### src/rtl/tx_scrambler_pkg.sv
`default_nettype none
// ============================================================================
// Module   : tx_scrambler_pkg
// Purpose  : Shared framing constants, scrambler taps and FSM encodings for
//            the lane TX scrambler and its RX descrambler counterpart.
// Revision : 1.0
// ============================================================================
package tx_scrambler_pkg;

  localparam logic [63:0] c_SYNC_WORD_DFLT   = 64'h78f678f678f678f6;
  localparam logic [5:0]  c_STATE_BLOCK_TYPE = 6'b001010;
  localparam logic [1:0]  c_CTRL_HEADER      = 2'b10;
  localparam int          c_SCR_W            = 58;
  localparam int          c_TAP_A            = 38;
  localparam int          c_TAP_B            = 57;

  typedef enum logic [1:0] {
    ST_IDLE       = 2'd0,
    ST_SYNC_WORD  = 2'd1,
    ST_STATE_WORD = 2'd2,
    ST_PAYLOAD    = 2'd3
  } tx_state_e;

endpackage : tx_scrambler_pkg
`default_nettype wire

### src/rtl/tx_scrambler_scrambler_core.sv
`default_nettype none
// ============================================================================
// Module   : scrambler_core
// Purpose  : Combinational 64-bit self-synchronous x^58+x^39+1 scramble,
//            bit 0 first, returning the scrambled word and next state.
// Revision : 1.0
// ============================================================================
module scrambler_core
  import tx_scrambler_pkg::*;
(
  input  logic [63:0]        data_i,
  input  logic [c_SCR_W-1:0] state_i,
  output logic [63:0]        data_o,
  output logic [c_SCR_W-1:0] state_o
);

  logic [63:0]        w_out;
  logic [c_SCR_W-1:0] w_s;

  // Each scrambled bit is shifted back into the state before the next bit.
  always_comb begin
    w_out = '0;
    w_s   = state_i;
    for (int i = 0; i < 64; i++) begin
      w_out[i] = data_i[i] ^ w_s[c_TAP_A] ^ w_s[c_TAP_B];
      w_s      = {w_s[c_SCR_W-2:0], w_out[i]};
    end
    data_o  = w_out;
    state_o = w_s;
  end

endmodule : scrambler_core
`default_nettype wire

### src/rtl/tx_scrambler.sv
`default_nettype none
// ============================================================================
// Module   : tx_scrambler
// Purpose  : Meta-frame TX lane framer (sync word, state word, payload) with
//            64-bit scrambling and raw passthrough mode.
//            Optional macro TX_SYNC_ERR_INJECT_EN adds INJECT_SYNC_ERR.
// Revision : 1.0
// ============================================================================
module tx_scrambler
  import tx_scrambler_pkg::*;
#(
  parameter int                  TX_DATA_WIDTH  = 64,
  parameter logic [63:0]         SYNC_WORD      = c_SYNC_WORD_DFLT,
  parameter int                  META_FRAME_LEN = 16,
  parameter logic [c_SCR_W-1:0]  SCRAMBLER_SEED = {c_SCR_W{1'b1}},
  parameter logic [63:0]         IDLE_WORD      = 64'h0
) (
  input  logic                     USER_CLK,
  input  logic                     SYSTEM_RESET,
  input  logic [TX_DATA_WIDTH-1:0] UNSCRAMBLED_DATA_IN,
  input  logic [1:0]               HEADER_IN,
  input  logic                     DATA_VALID,
  output logic                     DATA_READY,
  input  logic                     PASSTHROUGH,
  output logic [TX_DATA_WIDTH-1:0] SCRAMBLED_DATA_OUT,
  output logic [1:0]               HEADER_OUT,
  output logic                     DATA_VALID_OUT
`ifdef TX_SYNC_ERR_INJECT_EN
  ,
  input  logic                     INJECT_SYNC_ERR
`endif
);

  localparam int                CNT_W      = $clog2(META_FRAME_LEN);
  localparam logic [CNT_W-1:0]  c_CNT_LAST = CNT_W'(META_FRAME_LEN - 3);

  tx_state_e                state_q, state_d;
  logic [CNT_W-1:0]         cnt_q, cnt_d;
  logic [c_SCR_W-1:0]       scr_q, scr_d;
  logic [TX_DATA_WIDTH-1:0] data_q, data_d;
  logic [1:0]               hdr_q, hdr_d;
  logic                     dvo_q, dvo_d;

  logic [63:0]              w_payload;
  logic [63:0]              w_scr_data;
  logic [c_SCR_W-1:0]       w_scr_next;
  logic [63:0]              w_sync_flip;

`ifdef TX_SYNC_ERR_INJECT_EN
  assign w_sync_flip = {63'b0, INJECT_SYNC_ERR};
`else
  assign w_sync_flip = 64'b0;
`endif

  assign w_payload  = DATA_VALID ? UNSCRAMBLED_DATA_IN : IDLE_WORD;
  assign DATA_READY = PASSTHROUGH | ((state_q == ST_PAYLOAD) & ~SYSTEM_RESET);

  scrambler_core u_core (
    .data_i  (w_payload),
    .state_i (scr_q),
    .data_o  (w_scr_data),
    .state_o (w_scr_next)
  );

  always_comb begin
    state_d = state_q;
    cnt_d   = cnt_q;
    scr_d   = scr_q;
    data_d  = data_q;
    hdr_d   = hdr_q;
    dvo_d   = dvo_q;
    if (PASSTHROUGH) begin
      // Raw echo; the frame is abandoned but the scrambler state is kept.
      data_d  = UNSCRAMBLED_DATA_IN;
      hdr_d   = HEADER_IN;
      dvo_d   = DATA_VALID;
      state_d = ST_IDLE;
      cnt_d   = '0;
    end else begin
      unique case (state_q)
        ST_IDLE: begin
          dvo_d   = 1'b0;
          state_d = ST_SYNC_WORD;
        end
        ST_SYNC_WORD: begin
          data_d  = SYNC_WORD ^ w_sync_flip;
          hdr_d   = c_CTRL_HEADER;
          dvo_d   = 1'b1;
          state_d = ST_STATE_WORD;
        end
        ST_STATE_WORD: begin
          data_d  = {c_STATE_BLOCK_TYPE, scr_q};
          hdr_d   = c_CTRL_HEADER;
          dvo_d   = 1'b1;
          state_d = ST_PAYLOAD;
        end
        ST_PAYLOAD: begin
          data_d = w_scr_data;
          hdr_d  = DATA_VALID ? HEADER_IN : c_CTRL_HEADER;
          dvo_d  = 1'b1;
          scr_d  = w_scr_next;
          if (cnt_q == c_CNT_LAST) begin
            cnt_d   = '0;
            state_d = ST_SYNC_WORD;
          end else begin
            cnt_d = cnt_q + 1'b1;
          end
        end
        default: state_d = ST_IDLE;
      endcase
    end
  end

  always_ff @(posedge USER_CLK) begin
    if (SYSTEM_RESET) begin
      state_q <= ST_IDLE;
      cnt_q   <= '0;
      scr_q   <= SCRAMBLER_SEED;
      data_q  <= '0;
      hdr_q   <= '0;
      dvo_q   <= 1'b0;
    end else begin
      state_q <= state_d;
      cnt_q   <= cnt_d;
      scr_q   <= scr_d;
      data_q  <= data_d;
      hdr_q   <= hdr_d;
      dvo_q   <= dvo_d;
    end
  end

  assign SCRAMBLED_DATA_OUT = data_q;
  assign HEADER_OUT         = hdr_q;
  assign DATA_VALID_OUT     = dvo_q;

endmodule : tx_scrambler
`default_nettype wire

### config.mk
export PLATFORM = sky130hd
export DESIGN_NAME = tx_scrambler
export DESIGN_NICKNAME = d
export VERILOG_FILES = /design/src/rtl/tx_scrambler_pkg.sv /design/src/rtl/tx_scrambler_scrambler_core.sv /design/src/rtl/tx_scrambler.sv
export SDC_FILE = /design/constraint.sdc
export NUM_CORES = 1
export LEC_CHECK = 0
export CAP_MARGIN = 25
export CORE_UTILIZATION = 55
export CTS_BUF_LIST = sky130_fd_sc_hd__clkbuf_2 sky130_fd_sc_hd__clkbuf_4 sky130_fd_sc_hd__clkbuf_8
export DETAILED_ROUTE_END_ITERATION = 16
export GPL_ROUTABILITY_DRIVEN = 0
export PLACE_DENSITY_LB_ADDON = 0.3
export SLEW_MARGIN = 20
export SYNTH_ARGS = -nofsm -noshare
export SYNTH_HDL_FRONTEND = slang
export SYNTH_SLANG_ARGS = --single-unit
### constraint.sdc
create_clock -name USER_CLK -period 4.82 [get_ports USER_CLK]
set_input_delay 0.964 -clock USER_CLK [delete_from_list [all_inputs] [get_ports USER_CLK]]
set_output_delay 0.964 -clock USER_CLK [all_outputs]
set_load 0.005 [all_outputs]
==> results.md <==
* Outcome: finished, final reports clean
* Worst-case clock skew at 0.008821 ns
* CTS root buf: clkbuf_8
* Synth Area in Compound Gates at 20.54%
* Iteration-0 DRC Markers at ~1000
* # fillers at between 1000 and 1500
* Part of the power in combinational logic at approximately a fifth
* #FFs+latches synth at roughly 130
* GRT Util Overall at between 30% and 40%
* Power Internal at about 0.0019 W
* Detailed Place HPWL at 16850 um
* Slowest CP cell: inv_1
* Crit path depth at 4
* EDFF count, synth at 0
* Vias in the first global route at about 7200
* Clock sink count at 131
* Grt total ovfl at 0
* Largest net degree at the start of global routing at between 60 and 70
* Max cap viols at 0
* FF-to-FF path depth at 7
* Initial antenna violation count at 0
* Placement Cell Area at 0.009092 mm^2
* Hold depth at 2
* Synth cell types at 53
* Core box area at 0.01345 mm^2
* Area contributors post-synth: dfxtp_1 34%, xnor2_1 8.9%, nand2_1 7.4%
* ANT nets after route at 0
* Final period util at about two thirds
* Clk_lat worst skew at approximately 0.46 ns
* Mux contribution to synthesized area at less than 1%
* Nets@finish at approximately 1100
* Proportion of layout cells with a drive suffix above 1 at under 10%
* Post-Place Setup Slack at roughly 1.8 ns
* Inserted Diodes at 0
* Post-synth ARST share at 0%
* CP max stage delay at 0.50 ns
* Area grow syn2layout at 23.14%
* Die Y at roughly 120 um
* CTS tree: yes
* Via Count at approximately 8000
* Io pins at about 140
* Most used DFF post-synth: dfxtp_1
* Req. time, crit path at 3.86 ns
* Worst-path fanout max at 14
* Chip width at 120.3 um
* Setup crit end kind: output pin
* Final slew viol count at 0
* Adder-cell share of the synthesized area at less than 1%
* Xor and xnor area share after synthesis at 18.90%
* Post-route cell area at approximately 0.0095 mm^2
* Switch Pwr at 0.0007311 W
* Crit Path Category: flip-flop to output pin
* Post-synth top area share at roughly a third
* Drt pass-1 iters at 6
* Peak Freq at around 0.32 GHz
* Util after Layout at a little over two thirds
* Total Wirelength at between 20000 and 25000 um
* Worst-path clk slew at approximately 0.080 ns
* Postcts setup bufs at 0
* Avg Inst Size Synth at just over 8 um^2
* CTS resizes at 0
* PwrDens at about 280 mW/mm^2
* Starting Density at a little under three fifths
* Setup-failing EPs final at 0
* Worst-margin pin slew at 1.059 ns
* Setup_tns at 0 ns
* Worst EP arrival at ~2.2 ns
* Area of the die at between 0.01 and 0.015 mm^2
* Slew headroom at 29.41%
* Drt wl/cell at around 20 um
* Worst min path class: flip-flop to flip-flop
* First-pass GRT wire length at between 30000 and 40000 um
* Syn nets at 1017
* CP Launch Type: flip-flop
* Max VDD drop at between 0.15 and 0.2 mV
* DRC violations left at 0
* Largest area contributor in the netlist: dfxtp_1
* Family with the most delay on the worst path: buffers and inverters
* Syn Std Cell Area at roughly 0.0077 mm^2
* Cells after Synth at 943
* PortBufs at 137
* Row count at between 40 and 50
* Final WS setup at ~1.7 ns
* Clk pwr share at 35.1%
* Pleak at roughly 3.6 nW
* Clk buf depth at 2
* CTS Buf Count at 17
* Min cycle time layout at 3.133 ns
* Most common cell after layout, fill and taps aside: nand2_1
* Largest family of logic cells by synthesized area: simple AND/OR/NAND/NOR gates
* CTS Hold Buffers Added at 0
* Flop pwr share at between 40% and 50%
* YS warnings at 0
* WP buf/inv at 2
* Fin. Hold Viols at 0
* H-tree Lvls at 4
* Cell Chain, Critical Path: ha_1, inv_1, o21ai_0, clkdlybuf4s50_1
* Unrepaired setup endpoints after global routing: false
* Vias per cell at 6.350
* Net Sw Frac at between 20% and 30%
* Post-Synth Simple-Gate Area at between 20% and 30%
* Commonest cells after routing, fill and taps aside: 152 x nand2_1, 134 x clkdlybuf4s50_1, 131 x dfxtp_1
* Register area share after synthesis at between 30% and 40%
final cells by class:
class,instances,area (um^2),share of cell area (%)
clock buffers,29,374.1,3.946
clock inverters,3,15.01,0.1584
well taps,176,220.2,2.323
inverters,16,60.06,0.6334
multi-input cells,719,4711,49.68
repair buffers,153,1479,15.60
flip-flops and latches,131,2623,27.66
registers in the layout, summed over array words and instances (netlist names):
| register | count |
|---|---|
| DATA_VALID_OUT | 1 |
| cnt_q | 4 |
| scr_q | 58 |
| SCRAMBLED_DATA_OUT | 64 |
| HEADER_OUT | 2 |
| state_q | 2 |
per-stage QoR:
step / instances / hold slack, ns / power [W]
after detailed placement: 1195 / 0.4597 / 0.001715
after CTS: 1227 / 0.4705 / 0.002615
final: 1227 / 0.4734 / 0.002619
after global routing: 1227 / 0.4837 / 0.002710
after global placement: 1195 / 0.4562 / 0.001707
after floorplan: 943 / 0.4595 / 0.001463
worst min-delay path, cell delays in order (launching register included):
cell	delay (ns)
dfxtp_1	0.32
nand3_1	0.06
o41ai_1	0.06
cell families (layout without fill, tap and decap cells):
kind of cell / count (synthesis) / after routing
DFF: 131 / 131
adders and majority gates: 4 / 4
xor gates and xnor gates: 149 / 149
muxes: 2 / 2
AOI/OAI and AO/OA: 212 / 212
buffers and inverters: 93 / 201
and+or+nand+nor: 352 / 352
final timing paths:
check | from | endpoint | slack, ns
max | state_q[1] | DATA_READY | 1.69
min | SCRAMBLED_DATA_OUT[12] | SCRAMBLED_DATA_OUT[12] | 0.47
min reg2reg | SCRAMBLED_DATA_OUT[12] | SCRAMBLED_DATA_OUT[12] | 0.47
max reg2reg | state_q[1] | SCRAMBLED_DATA_OUT[0] | 1.98
synth_stat cells, types with 4 or more instances:
library cell    n
xnor3_1         6
o2111a_1        4
nor2b_1        11
or3_1           9
a211oi_1       23
o221ai_1        5
nand2_1       152
nor4_1          4
xnor2_1        78
o21ai_0        15
a2111oi_2       8
buf_2          24
and4_1          6
inv_1          15
o211ai_1       11
clkbuf_1       44
o41ai_1        19
a211o_1         8
and3_1          4
nand3_1        53
buf_1           9
ha_1            4
xor2_1         59
a21oi_1        62
a2111oi_0       7
a221oi_1       28
nor3_1         37
nor2_1         60
a31o_1          8
dfxtp_1       131
power groups by stage:
| stage | sequential, W | clock (W) | combinational, W |
|---|---|---|---|
| detailed placement | 0.00121 | 0 | 0.000509 |
| finish | 0.00118 | 0.000919 | 0.000517 |
| floorplan | 0.00120 | 0 | 0.000262 |
| global placement | 0.00121 | 0 | 0.000501 |
| global route | 0.00119 | 0.000967 | 0.000555 |
| CTS | 0.00118 | 0.000919 | 0.000513 |
per-layer routing:
metal,part of all wire (%),track usage (%),vias up
li1,-,-,3541
met1,40,46.76,3615
met2,43,51.33,546
met3,12,7.547,90
met4,4.5,18.90,0
met5,0,0,-
Note: power is estimated with default switching activity, not from simulation.
